--- src/rtl/ext_ref_pkg.sv ---
// ext_ref_pkg
// Shared definitions for the external-reference transmitter: sequencer mode
// encodings, sequencer state encodings and default widths.
// No ports.
package ext_ref_pkg;

    localparam int ACCUM_WIDTH_DEFAULT = 12;
    localparam int DWELL_WIDTH_DEFAULT = 16;

    typedef enum logic [1:0] {
        MODE_CONST   = 2'd0,
        MODE_FSTEP   = 2'd1,
        MODE_PSTEP   = 2'd2,
        MODE_DROPOUT = 2'd3
    } ref_mode_e;

    typedef enum logic [2:0] {
        ST_IDLE    = 3'd0,
        ST_BASE    = 3'd1,
        ST_TEST    = 3'd2,
        ST_RECOVER = 3'd3,
        ST_DONE    = 3'd4
    } seq_state_e;

endpackage

--- src/rtl/ref_step_sequencer.sv ---
// ref_step_sequencer
// One-shot test sequencer for the reference NCO. Walks IDLE -> BASE -> TEST
// -> RECOVER -> DONE, each middle segment lasting the latched dwell, and tells
// the accumulator which tuning word to use, whether to inject a phase step and
// whether the reference output must be held low.
// Ports:
//   clk_i, reset_i   clock and synchronous active-high reset
//   enable_i         0 freezes state and dwell counter
//   k_val_i          live base tuning word (used directly in IDLE)
//   mode_i, step_i   test mode and its tuning delta / phase offset
//   dwell_i          cycles per segment, 0 behaves as 1
//   start_i          start request, honoured only in IDLE with enable_i high
//   busy_o, done_o   sequence in progress / one-cycle completion pulse
//   k_eff_o          tuning word for this cycle
//   phase_inject_o   extra phase to add this cycle
//   force_low_o      hold the reference output low this cycle
module ref_step_sequencer
    import ext_ref_pkg::*;
#(
    parameter int ACCUM_WIDTH = ACCUM_WIDTH_DEFAULT,
    parameter int DWELL_WIDTH = DWELL_WIDTH_DEFAULT
) (
    input  logic                   clk_i,
    input  logic                   reset_i,
    input  logic                   enable_i,
    input  logic [ACCUM_WIDTH-1:0] k_val_i,
    input  logic [1:0]             mode_i,
    input  logic [ACCUM_WIDTH-1:0] step_i,
    input  logic [DWELL_WIDTH-1:0] dwell_i,
    input  logic                   start_i,
    output logic                   busy_o,
    output logic                   done_o,
    output logic [ACCUM_WIDTH-1:0] k_eff_o,
    output logic [ACCUM_WIDTH-1:0] phase_inject_o,
    output logic                   force_low_o
);

    seq_state_e             state_q, state_d;
    logic [DWELL_WIDTH-1:0] dwellCnt_q, dwellCnt_d;
    logic [DWELL_WIDTH-1:0] dwellLat_q, dwellLat_d;
    logic [ACCUM_WIDTH-1:0] kLat_q, kLat_d;
    logic [ACCUM_WIDTH-1:0] stepLat_q, stepLat_d;
    ref_mode_e              modeLat_q, modeLat_d;
    logic [DWELL_WIDTH-1:0] segLast;
    logic                   segEnd;

    // A zero dwell behaves as a one-cycle segment, so the last count index is 0.
    assign segLast = (dwellLat_q == '0) ? '0 : dwellLat_q - DWELL_WIDTH'(1);
    assign segEnd  = (dwellCnt_q == segLast);

    // Next-state, segment counting and per-mode control outputs. Everything
    // holds while enable_i is low; DONE waits for enable before pulsing.
    always_comb begin
        state_d        = state_q;
        dwellCnt_d     = dwellCnt_q;
        dwellLat_d     = dwellLat_q;
        kLat_d         = kLat_q;
        stepLat_d      = stepLat_q;
        modeLat_d      = modeLat_q;
        k_eff_o        = kLat_q;
        phase_inject_o = '0;
        force_low_o    = 1'b0;
        busy_o         = 1'b0;
        done_o         = 1'b0;
        case (state_q)
            ST_IDLE: begin
                k_eff_o = k_val_i;
                if (enable_i && start_i) begin
                    kLat_d     = k_val_i;
                    stepLat_d  = step_i;
                    modeLat_d  = ref_mode_e'(mode_i);
                    dwellLat_d = dwell_i;
                    dwellCnt_d = '0;
                    state_d    = ST_BASE;
                end
            end
            ST_BASE, ST_TEST, ST_RECOVER: begin
                busy_o = 1'b1;
                if (state_q == ST_TEST) begin
                    case (modeLat_q)
                        MODE_FSTEP:   k_eff_o = kLat_q + stepLat_q;
                        MODE_PSTEP:   if (dwellCnt_q == '0) phase_inject_o = stepLat_q;
                        MODE_DROPOUT: force_low_o = 1'b1;
                        default:      k_eff_o = kLat_q;
                    endcase
                end
                if (enable_i) begin
                    if (segEnd) begin
                        dwellCnt_d = '0;
                        case (state_q)
                            ST_BASE: state_d = ST_TEST;
                            ST_TEST: state_d = ST_RECOVER;
                            default: state_d = ST_DONE;
                        endcase
                    end else begin
                        dwellCnt_d = dwellCnt_q + DWELL_WIDTH'(1);
                    end
                end
            end
            ST_DONE: begin
                done_o = enable_i;
                if (enable_i) state_d = ST_IDLE;
            end
            default: state_d = ST_IDLE;
        endcase
    end

    // State, dwell counter and start-time latches.
    always_ff @(posedge clk_i) begin
        if (reset_i) begin
            state_q    <= ST_IDLE;
            dwellCnt_q <= '0;
            dwellLat_q <= '0;
            kLat_q     <= '0;
            stepLat_q  <= '0;
            modeLat_q  <= MODE_CONST;
        end else begin
            state_q    <= state_d;
            dwellCnt_q <= dwellCnt_d;
            dwellLat_q <= dwellLat_d;
            kLat_q     <= kLat_d;
            stepLat_q  <= stepLat_d;
            modeLat_q  <= modeLat_d;
        end
    end

endmodule

--- src/rtl/ext_ref_source.sv ---
// ext_ref_source
// Programmable external-reference transmitter: a phase-accumulator NCO whose
// MSB drives the reference pin, plus a one-shot sequencer that applies a
// frequency step, phase step or dropout for far-end lock testing.
// Ports:
//   fpga_clk_i, reset_i  fabric clock and synchronous active-high reset
//   enable_i             0 freezes accumulator, sequencer and outputs
//   k_val_i              base tuning word, f_out = f_clk*k/2^ACCUM_WIDTH
//   mode_i, step_i       test mode and its delta / phase offset
//   dwell_i              cycles per sequencer segment
//   start_i              start pulse, accepted only when idle
//   busy_o, done_o       sequence running / completion pulse
//   ref_clk_o, edge_o    registered reference and its rising-edge pulse
//   phase_o              current accumulator value
module ext_ref_source
    import ext_ref_pkg::*;
#(
    parameter int ACCUM_WIDTH = ACCUM_WIDTH_DEFAULT,
    parameter int DWELL_WIDTH = DWELL_WIDTH_DEFAULT
) (
    input  logic                   fpga_clk_i,
    input  logic                   reset_i,
    input  logic                   enable_i,
    input  logic [ACCUM_WIDTH-1:0] k_val_i,
    input  logic [1:0]             mode_i,
    input  logic [ACCUM_WIDTH-1:0] step_i,
    input  logic [DWELL_WIDTH-1:0] dwell_i,
    input  logic                   start_i,
    output logic                   busy_o,
    output logic                   done_o,
    output logic                   ref_clk_o,
    output logic                   edge_o,
    output logic [ACCUM_WIDTH-1:0] phase_o
);

    logic [ACCUM_WIDTH-1:0] acc_q, acc_d;
    logic                   refClk_q, refClk_d;
    logic                   edge_q, edge_d;
    logic [ACCUM_WIDTH-1:0] kEff;
    logic [ACCUM_WIDTH-1:0] phaseInject;
    logic                   forceLow;

    ref_step_sequencer #(
        .ACCUM_WIDTH (ACCUM_WIDTH),
        .DWELL_WIDTH (DWELL_WIDTH)
    ) u_seq (
        .clk_i          (fpga_clk_i),
        .reset_i        (reset_i),
        .enable_i       (enable_i),
        .k_val_i        (k_val_i),
        .mode_i         (mode_i),
        .step_i         (step_i),
        .dwell_i        (dwell_i),
        .start_i        (start_i),
        .busy_o         (busy_o),
        .done_o         (done_o),
        .k_eff_o        (kEff),
        .phase_inject_o (phaseInject),
        .force_low_o    (forceLow)
    );

    // The reference follows the accumulator MSB one cycle late. During a
    // dropout it is forced low while the accumulator keeps running, so phase
    // stays continuous when the dropout ends. Rising edges are detected on the
    // value being registered, so edge_o lines up with ref_clk_o going high.
    always_comb begin
        acc_d    = acc_q;
        refClk_d = refClk_q;
        edge_d   = 1'b0;
        if (enable_i) begin
            refClk_d = forceLow ? 1'b0 : acc_q[ACCUM_WIDTH-1];
            edge_d   = refClk_d & ~refClk_q;
            acc_d    = acc_q + kEff + phaseInject;
        end
    end

    // Accumulator and output registers.
    always_ff @(posedge fpga_clk_i) begin
        if (reset_i) begin
            acc_q    <= '0;
            refClk_q <= 1'b0;
            edge_q   <= 1'b0;
        end else begin
            acc_q    <= acc_d;
            refClk_q <= refClk_d;
            edge_q   <= edge_d;
        end
    end

    assign phase_o   = acc_q;
    assign ref_clk_o = refClk_q;
    assign edge_o    = edge_q;

endmodule

--- config.mk ---
export PLATFORM = sky130hd
export DESIGN_NAME = ext_ref_source
export DESIGN_NICKNAME = d
export VERILOG_FILES = /design/src/rtl/ext_ref_pkg.sv /design/src/rtl/ref_step_sequencer.sv /design/src/rtl/ext_ref_source.sv
export SDC_FILE = /design/constraint.sdc
export NUM_CORES = 1
export LEC_CHECK = 0
export ABC_CLOCK_PERIOD_IN_PS = 5830
export BUFFER_PORTS_ARGS = -buffer_cell sky130_fd_sc_hd__buf_2
export CELL_PAD_IN_SITES_DETAIL_PLACEMENT = 1
export CELL_PAD_IN_SITES_GLOBAL_PLACEMENT = 2
export CORE_UTILIZATION = 35
export CTS_CLUSTER_DIAMETER = 120
export DETAILED_ROUTE_END_ITERATION = 10
export PLACE_DENSITY = 0.92
export SLEW_MARGIN = 15
export SYNTH_ARGS = -nofsm -noshare
export SYNTH_HDL_FRONTEND = slang
export SYNTH_SLANG_ARGS = --single-unit
export TNS_END_PERCENT = 5
--- constraint.sdc ---
create_clock -name fpga_clk_i -period 5.83 [get_ports fpga_clk_i]
set_clock_uncertainty 0.15 [all_clocks]
set_input_delay 0.8745 -clock fpga_clk_i [delete_from_list [all_inputs] [get_ports fpga_clk_i]]
set_output_delay 0.8745 -clock fpga_clk_i [all_outputs]
set_load 0.1 [all_outputs]
==> Word level (Yosys, flattened, before mapping) <==
Index checks and enable logic that the tools add are counted.
{ "totals": {"reg_bits": 75, "inputBits": 46, "output_inout_bits": 16} }
{ "classes": {"addsub": 5, "eq_ne": 12, "muxes": 24, "bitwise_logic": 3, "n_reduce_logical": 10} }
{ "op_table": {"columns": ["operator", "count"], "rows": [
  ["$mux W12", 6],
  ["$mux W16", 4],
  ["$add A12 B12 Y12", 3],
  ["$logic_not A16 Y1", 2],
  ["$pmux W16 S2", 1],
  ["$pmux W12 S2", 1],
  ["$add A16 B1 Y16 const B", 1],
  ["$eq A16 B16 Y1", 1],
  ["$sub A16 B1 Y16 const B", 1],
  ["$mux W3", 4],
  ["$pmux W3 S3", 1],
  ["$eq A3 B2 Y1 const B", 2],
  ["$mux W1", 6],
  ["$pmux W3 S2", 1],
  ["$eq A2 B2 Y1 const B", 2],
  ["$ne A2 B1 Y1 const B", 2],
  ["$ne A2 B2 Y1 const B", 2],
  ["$reduce_and A4 Y1", 1],
  ["$eq A3 B1 Y1 const B", 1],
  ["$eq A3 B3 Y1 const B", 1],
  ["$logic_not A3 Y1", 1],
  ["$reduce_and A3 Y1", 1],
  ["$reduce_or A3 Y1", 1],
  ["$eq A2 B1 Y1 const B", 1],
  ["other kinds (6)", 7]
]} }

==> Logic depth before layout (Yosys ltp) <==
Gate-level depths: netlist of run 1.
{ "logic_depth": {"ltp_word": 6, "mapped_depth": 20, "depth_no_buf": 20} }

==> Hierarchy <==
A second synthesis of run 1 with hierarchy kept.
{ "hier_totals": {"cells_unflattened": 632, "area_unflattened_um2": 5092.4} }
{ "by_module_without_submodules": {"columns": ["module", "n_inst", "cells_per_inst", "area_per_inst_um2"], "rows": [
  ["ref_step_sequencer", 1, 514, 3901.2],
  ["ext_ref_source", 1, 118, 1191.1]
]} }

==> Worst setup path after synthesis of run 1 <==
OpenSTA, ideal clock, no wires.
{ "synth_timing": {"kind": "flip-flop to flip-flop", "start": "reg u_seq.state_q[0]", "end": "reg acc_q[11], in the netlist phase_o[11]", "setup_time_ns": 0.082, "t_arrival_ns": 3.907, "required_time_ns": 5.598, "setup_slack_ns": 1.690, "stages_incl_launch_ff": 21, "synth_period_minus_slack_ns": 4.140, "path_cell_list": "dfxtp_1 > nand2b_1 > nor2_1 > nand2_1 > or2_2 > a21oi_1 > clkbuf_1 > o22ai_1 > fa_1 > inv_1 > ha_1 > inv_1 > fa_1 > inv_1 > a21oi_1 > o21bai_1 > a311oi_1 > o31ai_1 > xnor2_1 > a211o_1 > o221ai_1"} }
{ "synth_via": {"elab_chain_len": 5, "word_cells_on_any_way": 11, "cone_classes": "add/sub: 2; eq/ne: 3; mux: 4; reduce/logical: 2"} }
{ "synth_lines": {"columns": ["element", "line", "rtl"], "rows": [
  ["start: declaration", "ref_step_sequencer.sv:38", "seq_state_e state_q, state_d;"],
  ["start signal: assignment", "ref_step_sequencer.sv:118", "state_q <= state_d;"],
  ["$eq A3 B1 Y1 (tied with other cells)", "ref_step_sequencer.sv:65", "case (state_q)"],
  ["$reduce_or A3 Y1 / $mux W12 (equally long branches)", "ref_step_sequencer.sv:65, ref_step_sequencer.sv:79", null],
  ["$pmux W12 S2", "ref_step_sequencer.sv:65", null],
  ["$add A12 B12 Y12", "ext_ref_source.sv:73", "acc_d = acc_q + kEff + phaseInject;"],
  ["$add A12 B12 Y12 (*)", "ext_ref_source.sv:73", null],
  ["end signal: assignment", "ext_ref_source.sv:80", "acc_q <= '0;"],
  ["end signal: assignment", "ext_ref_source.sv:84", "acc_q <= acc_d;"],
  ["end: declaration", "ext_ref_source.sv:36", "logic [ACCUM_WIDTH-1:0] acc_q, acc_d;"]
]} }
Every way passes the cells marked *; elsewhere a longest branch is shown, timed or not.
A chain may end at the register's enable or synchronous reset.

==> Worst setup path after layout of run 1 <==
Same ends and word-level chain as after synthesis.

==> metrics.md, run 1 <==
| Metric | Value |
|---|---|
| Die extent in x | 123.7 microns |
| Sequential fraction of the synthesis area | 28.99% |
| IR drop worst, VDD | 168.7 uV |
| Commonest cells in the netlist | nand2_1, dfxtp_1, a21oi_1 |
| Biggest area consumer among synthesized cells | dfxtp_1 |
| Compound-gate portion of the synthesized area | 17.73% |
| Fraction of registers with async set or reset after synthesis | 0% |
| Post-CTS Hold Buffers | 0 |
| Summed negative setup slack over all endpoints | 0 ps |
| Pin count of the biggest net entering global routing | 80 |
| Final antenna-violating net count | 0 |
| Number of endpoints with negative hold slack in the final report | 0 |
| Starting density of the core | 35.78% |
| Register bit count reported by yosys | 75 |
| Element type at the critical path start | register |
| Gate Count Post-Synth | 670 |
| Detailed Route Iter0 Violations | 213 |
| Die Height | 123.7 microns |
| Area share of xor/xnor cells in the synthesized design | 6.763% |
| Final core utilization | 40.54% |
| Die ar. | 0.01529 sq mm |
| Post-synthesis share of cell area spent on full adders, half adders and majority gates | 10.82% |
| Largest cells by area after synthesis | dfxtp_1, nand2_1, a21oi_1 |
| Static leakage | 2.441 nW |
| Max Clock Freq | 0.1977 GHz |
| Tmin final | 5057 ps |
| Distinct cells, synth | 68 |
| Final-report max-slew violation count | 0 |
| Number of fill cells in the layout | 1827 |
| Average wire length per cell after detail routing | 17.03 microns |
| Area Growth Syn to Fin | 13.31% |
| Max capacitance violation total | 0 |
| Buffers added on ports | 61 |
| Simple logic cell fraction of the synthesized area | 26.57% |
| Number of vias in the routed layout | 4902 |
| Longest Clk Path Bufs | 2 |
| Clock latency at the later pin of the worst-skew pair | 350 ps |
| CTS root buf | clkbuf_16 |
| Vias per cell | 5.435 |
| Fin nets | 796 |
| Vias in the first global route | 5053 |
| Share of the synthesized area in the top cell type | 28.99% |
| Total Wirelength | 15360 microns |
| Number of antenna violations at the first check in global routing | 0 |
| Arr. time, crit path | 5100 ps |
| Syn avg cell area | 7.731 sq um |
| Site Rows | 44 |
| Most instantiated library cell after synthesis | nand2_1 |
| GRT Util Overall | 21.03% |
| Total DRC errors in the routed layout | 0 |
| H-tree depth | 3 |
| Warnings from Yosys | 0 |
| Worst slew margin | 34.38% |
| Routability Congestion | 0.8570 |
| Largest driver fanout on the critical path | 11 |
| TritonCTS clock tree | built |
| Antenna diodes | 0 |
| Ratio of cells with drive above 1 in the final layout | 13.65% |
| Combinational family with the most area after synthesis | simple AND/OR/NAND/NOR gates |
| FF-to-FF setup slack | 770 ps |
| Dpl hpwl | 11660 microns |
| Clk sinks | 75 |
| Commonest register cell after synthesis | dfxtp_1 |
| Critical path required time | 5880 ps |
| Kind of end point of the critical path | register |
| Core area | 0.01448 sq mm |
| Footprint of the flip-flops and latches | 0.001501 sq mm |
| Run status | finished, final reports clean |
| Cell area after synthesis | 0.005180 sq mm |
| Clock buffers created by TritonCTS | 9 |
| Total power after layout | 0.001664 W |
| Clock-pin slew on the worst setup and hold paths | 60 ps |
| Detailed-routing iteration count for the pre-antenna-repair pass | 6 |
| Portion of netlist area occupied by mux cells | 2.923% |
| First-pass GRT wire length | 24670 microns |
| Unrepaired setup endpoints after global routing | no |
| Hold WC Path Type | register to register |
| Crit Path Category | register to register |
| Area taken by multi-input logic gates | 0.003363 sq mm |
| Pwr dens | 283.4 mW/mm^2 |
| Total nets after synthesis | 753 |
| Tcrit/Tclk final | 86.74% |
| Actual slew at the worst max-slew pin | 984.4 ps |
| Post-synth EDFFs | 0 |
| Number of top-level pins | 62 |
| Setup-violating endpoint count in the final report | 0 |
| Post-CTS Resized | 0 |
| Remaining Overflow, GRT | 0 |
| Post-CTS setup buffer count | 0 |
## worst paths after layout
path,startpoint,to,depth (start not counted)
max,u_seq.state_q[0],phase_o[11],19
min,ref_clk_o,edge_o,1
max reg2reg,u_seq.state_q[0],phase_o[11],19
min reg2reg,ref_clk_o,edge_o,1
## through the flow
| step | cells | cell area, sq um | hold WS, ps | setup slack [ps] |
|---|---|---|---|---|
| 2_1_floorplan | 670 | 5180 | 298.5 | 1690 |
| 3_3_place_gp | 886 | 5607 | 285.8 | 1108 |
| 3_5_place_dp | 886 | 5607 | 308.0 | 881.1 |
| 4_1_cts | 902 | 5869 | 316.0 | 826.8 |
| 5_1_grt | 902 | 5869 | 347.1 | 367.7 |
| 6_report | 902 | 5869 | 309.7 | 773.0 |
## logic make-up (layout without fill, tap and decap cells)
group | after synthesis | count (layout)
AOI/OAI and AO/OA | 146 | 146
xor gates and xnor gates | 40 | 40
adders and majority gates | 37 | 37
buffers and inverters | 77 | 125
DFF | 75 | 75
muxes | 15 | 15
and+or+nand+nor | 280 | 280
## final cells by class
class,instances,share of cell area (%)
Timing Repair Buffer,68,6.097
Clock buffer,11,3.965
Tap cell,184,3.922
Sequential cell,75,25.58
Multi-Input combinational cell,518,57.30
Clock inverter,5,0.5116
Inverter,41,2.622
## routing by layer
metal | track usage (%) | share of wire (%) | wire (microns)
met5 | 0 | 0 | 0
met4 | 10.84 | 3.7 | 572
met1 | 24.34 | 43 | 6546
met2 | 37.19 | 51 | 7812
met3 | 3.342 | 2.8 | 431
## registers in the layout (all words and copies together), names as in the netlist, 2 cells and up
signal	count
u_seq.dwellCnt_q	16
u_seq.dwellLat_q	16
phase_o	12
u_seq.kLat_q	12
u_seq.stepLat_q	12
u_seq.state_q	3
u_seq.modeLat_q	2
## placed cells by master (no fill, tap or decap), types with 9 or more instances in the layout
cell       instances
xor2_1            20
buf_2             61
ha_1              24
nor2_1            55
dfxtp_1           75
nand3_1            9
o21ai_0           10
a21oi_1           72
nand2_1          116
clkbuf_16          9
fa_1              13
o22ai_1           13
xnor2_1           20
nor3_1            25
inv_1             41
mux2i_1           14
nand2b_1          15
## power breakdown
group	internal, W	leakage (nW)	switching (W)
combinational	0.000186	1.70	0.000379
clock	0.000286	0.125	0.000229
sequential	0.000546	0.611	0.0000377
## critical path: stages, from the launching register on
cell      delay (ps)
dfxtp_1          370
nand2b_1         180
nor2_1           210
nand2_1          100
or2_2            320
a21oi_1          790
o22ai_1          210
fa_1             500
inv_1             70
ha_1             180
inv_1             60
fa_1             410
inv_1             70
a21oi_1           60
o21bai_1         260
a311oi_1         180
o31ai_1          330
xnor2_1          200
a211o_1          140
o221ai_1          90
Note: power is estimated with default switching activity, not from simulation.
==> run 2, diff against run 1 <==
- PLACE_DENSITY: 0.92 -> default
- PLACE_DENSITY_LB_ADDON: default -> 0.05
==> metrics.md, run 2 (synthesis results as in run 1) <==
| Metric | Value |
|---|---|
| Crit Path Category | register to register |
| Routability Congestion | 0.8660 (+1.1%) |
| Total DRC errors in the routed layout | 0 (unchanged) |
| Site Rows | 44 (unchanged) |
| Sw frac | 36.28% (-2.5 points) |
| Arr. time, crit path | 4970 ps (-130 ps) |
| Number of endpoints with negative hold slack in the final report | 0 (unchanged) |
| Pin count of the biggest net entering global routing | 80 (unchanged) |
| Remaining Overflow, GRT | 0 (unchanged) |
| Final-report max-slew violation count | 0 (unchanged) |
| Element type at the critical path start | register |
| Most common cell after layout, fill and taps aside | nand2_1 |
| Kind of end point of the critical path | register |
| Final antenna-violating net count | 0 (unchanged) |
| Dpl hpwl | 11900 microns (+2.1%) |
| Area Growth Syn to Fin | 14.01% |
| Max capacitance violation total | 0 (unchanged) |
| Largest driver fanout on the critical path | 21 (+10) |
| Number of top-level pins | 62 (unchanged) |
| Crit-path cells | nor2_1 > nand2_1 > nor2_1 > a21oi_1 > o22ai_1 > fa_1 > inv_1 > ha_1 > inv_1 > fa_1 > inv_1 > a21oi_1 > o21bai_1 > a311oi_1 > o31ai_1 > xnor2_1 > a211o_1 > o221ai_1 |
| Die ar. | 0.01529 sq mm (unchanged) |
| Crit path buf inv count | 3 (unchanged) |
| Detailed Route Iter0 Violations | 156 (-27%) |
| Vias per cell | 5.349 (-1.6%) |
| Post-CTS Resized | 0 (unchanged) |
| Core area | 0.01448 sq mm (unchanged) |
| First-pass GRT wire length | 24750 microns (+0.34%) |
| Most heavily used metal layer in global routing | met2 |
| Antenna diodes | 0 (unchanged) |
| Actual slew at the worst max-slew pin | 882.3 ps (-102.1 ps) |
| Setup slack after placement | 860.0 ps (-21.13 ps) |
| H-tree depth | 3 (unchanged) |
| Post-CTS setup buffer count | 0 (unchanged) |
| TritonCTS clock tree | built |
| Summed negative setup slack over all endpoints | 0 ps (unchanged) |
| Power dissipated by switching net loads | 0.0006306 W (-2.2%) |
| Tmin final | 4934 ps (-123.0 ps) |
| Kind of cell adding the most delay to the critical path | compound AO/OA/AOI/OAI gates |
| Number of fill cells in the layout | 1807 (-1.1%) |
| Worst path slowest cell | nor2_1 |
| Average wire length per cell after detail routing | 17.36 microns (+1.9%) |
| Static leakage | 2.460 nW (+0.77%) |
| Ratio of cells with drive above 1 in the final layout | 13.43% (-0.22 points) |
| Most common cell type on the critical path | inv_1 |
| GRT Util Overall | 21.55% (+0.52 points) |
| Clock-pin slew on the worst setup and hold paths | 60 ps (about the same) |
| Internal power | 0.001108 W (+8.8%) |
| Critical path required time | 5870 ps (about the same) |
| Worst stage delay on the critical path | 680 ps (-110 ps) |
| Post-layout worst setup margin | 896.0 ps (+123.0 ps) |
| FF-to-FF setup slack | 900 ps (+120 ps) |
| Buffers added on ports | 61 (unchanged) |
| Fin nets | 794 (-0.25%) |
| Met3 Usage GRT | 3.892% (+0.55 points) |
| Pwr dens | 294.4 mW/mm^2 (+3.8%) |
| CTS root buf | clkbuf_16 |
| Largest regs | u_seq.dwellCnt_q (16), u_seq.dwellLat_q (16) |
| Run status | finished, final reports clean |
| Number of antenna violations at the first check in global routing | 0 (unchanged) |
| Post-CTS Hold Buffers | 0 (unchanged) |
| Leading cell types in the layout, fill and taps excluded | nand2_1, dfxtp_1, a21oi_1 |
| R2R Path Start | u_seq.state_q[2] |
| Clock buffers created by TritonCTS | 9 (unchanged) |
| Tcrit/Tclk final | 84.63% (-2.1 points) |
| GRT met1 Usage | 23.71% (-0.63 points) |
| IR drop worst, VDD | 160.6 uV (-4.8%) |
| Unrepaired setup endpoints after global routing | no |
| Detailed-routing iteration count for the pre-antenna-repair pass | 4 (-2) |
| Hold WC Path Type | register to register |
| Hold Path Sink | edge_o |
| Die Height | 123.7 microns (unchanged) |
| Die extent in x | 123.7 microns (unchanged) |
| Number of vias in the routed layout | 4809 (-1.9%) |
| Clock Power Share | 34.2% (+3.3 points) |
| Vias in the first global route | 4830 (-4.4%) |
| Setup-violating endpoint count in the final report | 0 (unchanged) |
| Met2 track demand over resource in global routing | 39.41% (+2.2 points) |
| Total Wirelength | 15610 microns (+1.6%) |
| Cell depth of the worst min-delay path | 1 (unchanged) |
| Sequential power share | 33.6% (-1.5 points) |
| Max Clock Freq | 0.2027 GHz (+2.5%) |
| Cells on worst reg2reg path | 18 (-1) |
| Endpoint of the worst register-to-register path | phase_o[11] |
| Combinational share of power | 32.2% (-1.7 points) |
| Longest Clk Path Bufs | 2 (unchanged) |
| Worst slew margin | 40.97% (+6.6 points) |
| Starting density of the core | 35.78% (unchanged) |
| Clk sinks | 75 (unchanged) |
| Startpoint of the tightest hold check path | ref_clk_o |
| Clock latency at the later pin of the worst-skew pair | 340 ps (about the same) |
run 2: cell types whose count changed in the layout (fill, tap and decap cells not counted):
cell,previous run,this run
bufinv_16,0,1
clkinv_2,3,0
buf_4,7,5
clkbuf_8,0,4
clkbuf_1,2,1
clkinvlp_4,2,0
run 2: area by class of cell:
type | instances | area (sq um) | share of cell area, %
Clock buffer | 14 | 284.0 | 4.809
Timing Repair Buffer | 66 | 342.8 | 5.805
Inverter | 41 | 153.9 | 2.606
Multi-Input combinational cell | 518 | 3363 | 56.95
Tap cell | 184 | 230.2 | 3.898
Clock inverter | 1 | 30.03 | 0.5085
Sequential cell | 75 | 1501 | 25.42
run 2: worst max-delay path by stage:
stage	startpoint	slack, ps	depth (start not counted)	end
floorplan	u_seq.state_q[0]	1690	20	phase_o[11]
global placement	u_seq.state_q[2]	900	18	phase_o[11]
detailed placement	u_seq.state_q[2]	860	18	phase_o[11]
CTS	u_seq.state_q[2]	830	18	phase_o[11]
global route	u_seq.state_q[2]	340	18	phase_o[11]
finish	u_seq.state_q[2]	900	18	phase_o[11]
run 2: power groups by stage:
stage / logic (W) / clock network [W] / registers [W]
after floorplan: 0.000318 / 0 / 0.000720
after global placement: 0.000558 / 0 / 0.000595
after detailed placement: 0.000564 / 0 / 0.000596
after CTS: 0.000568 / 0.000615 / 0.000585
after global routing: 0.000616 / 0.000630 / 0.000589
final: 0.000561 / 0.000594 / 0.000584
run 2: per-stage QoR:
step / utilization [%] / hold slack, ps / cell area, sq um / power [W] / std cells
floorplan: - / 298.5 / 5180 / 0.001038 / 670
global placement: 38.62 / 278.8 / 5592 / 0.001153 / 884
detailed placement: 38.62 / 300.6 / 5592 / 0.001161 / 884
CTS: 40.79 / 309.2 / 5906 / 0.001768 / 899
global route: 40.79 / 331.4 / 5906 / 0.001836 / 899
finish: 40.79 / 307.0 / 5906 / 0.001738 / 899
run 2: per-layer routing:
metal / vias up / part of all wire [%]
met4: 0 / 3.8
li1: 2398 / -
met2: 68 / 52
met1: 2310 / 41
met5: - / 0
met3: 33 / 2.6
==> run 3, diff against run 2 <==
- ABC_CLOCK_PERIOD_IN_PS: 5830 -> 3900
- CORE_UTILIZATION: 35 -> 31
- clock period: 5.83 -> 3.9 ns (I/O delays scaled with it)
==> metrics.md, run 3 (synthesis results as in run 1) <==
| Metric | Value |
|---|---|
| Total Wirelength | 17460 microns (+12%) |
| Vias in the first global route | 5394 (+12%) |
| Clk sinks | 75 (unchanged) |
| Most heavily used metal layer in global routing | met2 |
| Actual slew at the worst max-slew pin | 681.5 ps (-200.8 ps) |
| Tmin final | 4111 ps (-823.4 ps) |
| Detailed Route Iter0 Violations | 118 (-24%) |
| Pin count of the biggest net entering global routing | 45 (-44%) |
| Crit Path Category | register to register |
| R2R Path Start | u_seq.kLat_q[0] |
| Buffers added on ports | 61 (unchanged) |
| Cells on worst reg2reg path | 20 (+2) |
| Longest Clk Path Bufs | 2 (unchanged) |
| Total power after layout | 0.002803 W (+61%) |
| Pwr dens | 424.4 mW/mm^2 (+44%) |
| Die extent in x | 131.3 microns (+6.2%) |
| Remaining Overflow, GRT | 0 (unchanged) |
| Average wire length per cell after detail routing | 17.40 microns (+0.26%) |
| Element type at the critical path start | register |
| Crit path buf inv count | 1 (-2) |
| Cell Count Post-Placement | 985 (+11%) |
| Tcrit/Tclk final | 105.4% (+21 points) |
| Met3 Usage GRT | 3.665% (-0.23 points) |
| Clock buffers created by TritonCTS | 9 (unchanged) |
| Final non-filler cell total | 1003 (+12%) |
| Routability Congestion | 0.8489 (-2.0%) |
| Static leakage | 2.842 nW (+16%) |
| Footprint of the flip-flops and latches | 0.001505 sq mm (+0.25%) |
| Final core utilization | 40.99% (+0.20 points) |
| Crit-path cells | ha_2 > inv_1 > fa_2 > nor2b_1 > o21ai_1 > a21boi_1 > o21ai_2 > a21boi_1 > o21ai_1 > nand2b_1 > xnor2_1 > a21oi_2 > fa_1 > ha_2 > or3_4 > a311oi_2 > o31ai_2 > xnor2_1 > a211o_1 > o221ai_1 |
| Total DRC errors in the routed layout | 0 (unchanged) |
| Fin nets | 865 (+8.9%) |
| Number of vias in the routed layout | 5058 (+5.2%) |
| Area taken by multi-input logic gates | 0.003472 sq mm (+3.2%) |
| Cell depth of the worst min-delay path | 1 (unchanged) |
| Final-report max-slew violation count | 0 (unchanged) |
| Max capacitance violation total | 0 (unchanged) |
| Post-layout worst setup margin | -210.6 ps (-1107 ps) |
| First-pass GRT wire length | 28280 microns (+14%) |
| Hold Path Sink | edge_o |
| Final antenna-violating net count | 0 (unchanged) |
| Summed negative setup slack over all endpoints | -497.6 ps (-497.6 ps) |
| Area Growth Syn to Fin | 27.51% |
| Post-CTS Hold Buffers | 0 (unchanged) |
| CTS root buf | clkbuf_16 |
| Hold WC Path Type | register to register |
| Run status | complete, but fails checks |
| Max Clock Freq | 0.2433 GHz (+20%) |
| Worst slew margin | 54.57% (+14 points) |
| Starting density of the core | 32.14% (-3.6 points) |
| IR drop worst, VDD | 239.1 uV (+49%) |
| Die Height | 131.3 microns (+6.2%) |
| Clock-pin slew on the worst setup and hold paths | 60 ps (about the same) |
| Endpoint of the worst register-to-register path | phase_o[11] |
| Clock latency at the later pin of the worst-skew pair | 350 ps (about the same) |
| Die ar. | 0.01723 sq mm (+13%) |
| Dpl hpwl | 13670 microns (+15%) |
| Arr. time, crit path | 4170 ps (-800 ps) |
| Launch point of the critical path | u_seq.kLat_q[0] |
| Kind of cell adding the most delay to the critical path | compound AO/OA/AOI/OAI gates |
| Critical path required time | 3950 ps (-1920 ps) |
| Number of endpoints with negative hold slack in the final report | 0 (unchanged) |
| Leading cell types in the layout, fill and taps excluded | nand2_1, buf_4, dfxtp_1 |
| Worst path slowest cell | fa_1 |
| Site Rows | 46 (+4.5%) |
| Number of antenna violations at the first check in global routing | 0 (unchanged) |
| Violations in the final reports | negative setup slack |
| FF-to-FF setup slack | -210 ps (-1110 ps) |
| Detailed-routing iteration count for the pre-antenna-repair pass | 4 (unchanged) |
| Largest regs | u_seq.dwellCnt_q (16), u_seq.dwellLat_q (16) |
| Met2 track demand over resource in global routing | 40.04% (+0.63 points) |
| Core area | 0.01612 sq mm (+11%) |
| GRT met1 Usage | 23.27% (-0.44 points) |
| Unrepaired setup endpoints after global routing | yes |
| Vias per cell | 5.043 (-5.7%) |
| GRT Util Overall | 20.91% (-0.63 points) |
| H-tree depth | 3 (unchanged) |
| Ratio of cells with drive above 1 in the final layout | 24.52% (+11 points) |
| Most common cell after layout, fill and taps aside | nand2_1 |
| Number of top-level pins | 62 (unchanged) |
| Number of fill cells in the layout | 2024 (+12%) |
| Largest driver fanout on the critical path | 2 (-90%) |
| TritonCTS clock tree | built |
| Worst stage delay on the critical path | 450 ps (-230 ps) |
| Antenna diodes | 0 (unchanged) |
| Setup-violating endpoint count in the final report | 4 (+4) |
| Kind of end point of the critical path | register |
| Startpoint of the tightest hold check path | ref_clk_o |
==> run 3: worst max path at each step <==
stage / to / depth (start not counted)
after floorplan: phase_o[11] / 20
after global placement: phase_o[11] / 20
after detailed placement: phase_o[11] / 20
after CTS: phase_o[11] / 20
after global routing: phase_o[11] / 20
final: phase_o[11] / 20
==> run 3: where the power goes <==
| group | internal (W) | switching [W] |
|---|---|---|
| sequential | 0.000817 | 0.0000550 |
| combinational | 0.000380 | 0.000612 |
| clock | 0.000592 | 0.000347 |
==> run 3: final cells by class <==
class	count	area share, %
multi-input cells	518	52.57
well taps	216	4.092
inverters	41	2.330
repair buffers	137	13.26
clock buffers	11	3.826
clock inverters	5	1.137
flip-flops and latches	75	22.79
==> run 3: per-stage QoR <==
step                hold WS [ps]  area, sq um  setup WS [ps]
floorplan                  298.5         5223          3.676
global placement           290.6         6172         -212.6
detailed placement         301.1         6172         -404.9
CTS                        311.7         6574         -216.8
global route               319.8         6605         -401.0
finish                     306.8         6605         -210.6
==> run 3: timing repair <==
action                     CTS  global route
setup endpoints to repair    5             6
hold endpoints to repair     0             0
pin swaps                   10             3
buffers inserted             1             1
resized for setup           17             6
==> run 3: metal layers <==
layer / wire [microns] / part of all wire (%)
met4: 349 / 2.0
met2: 9424 / 54
met5: 0 / 0
met3: 385 / 2.2
met1: 7296 / 42
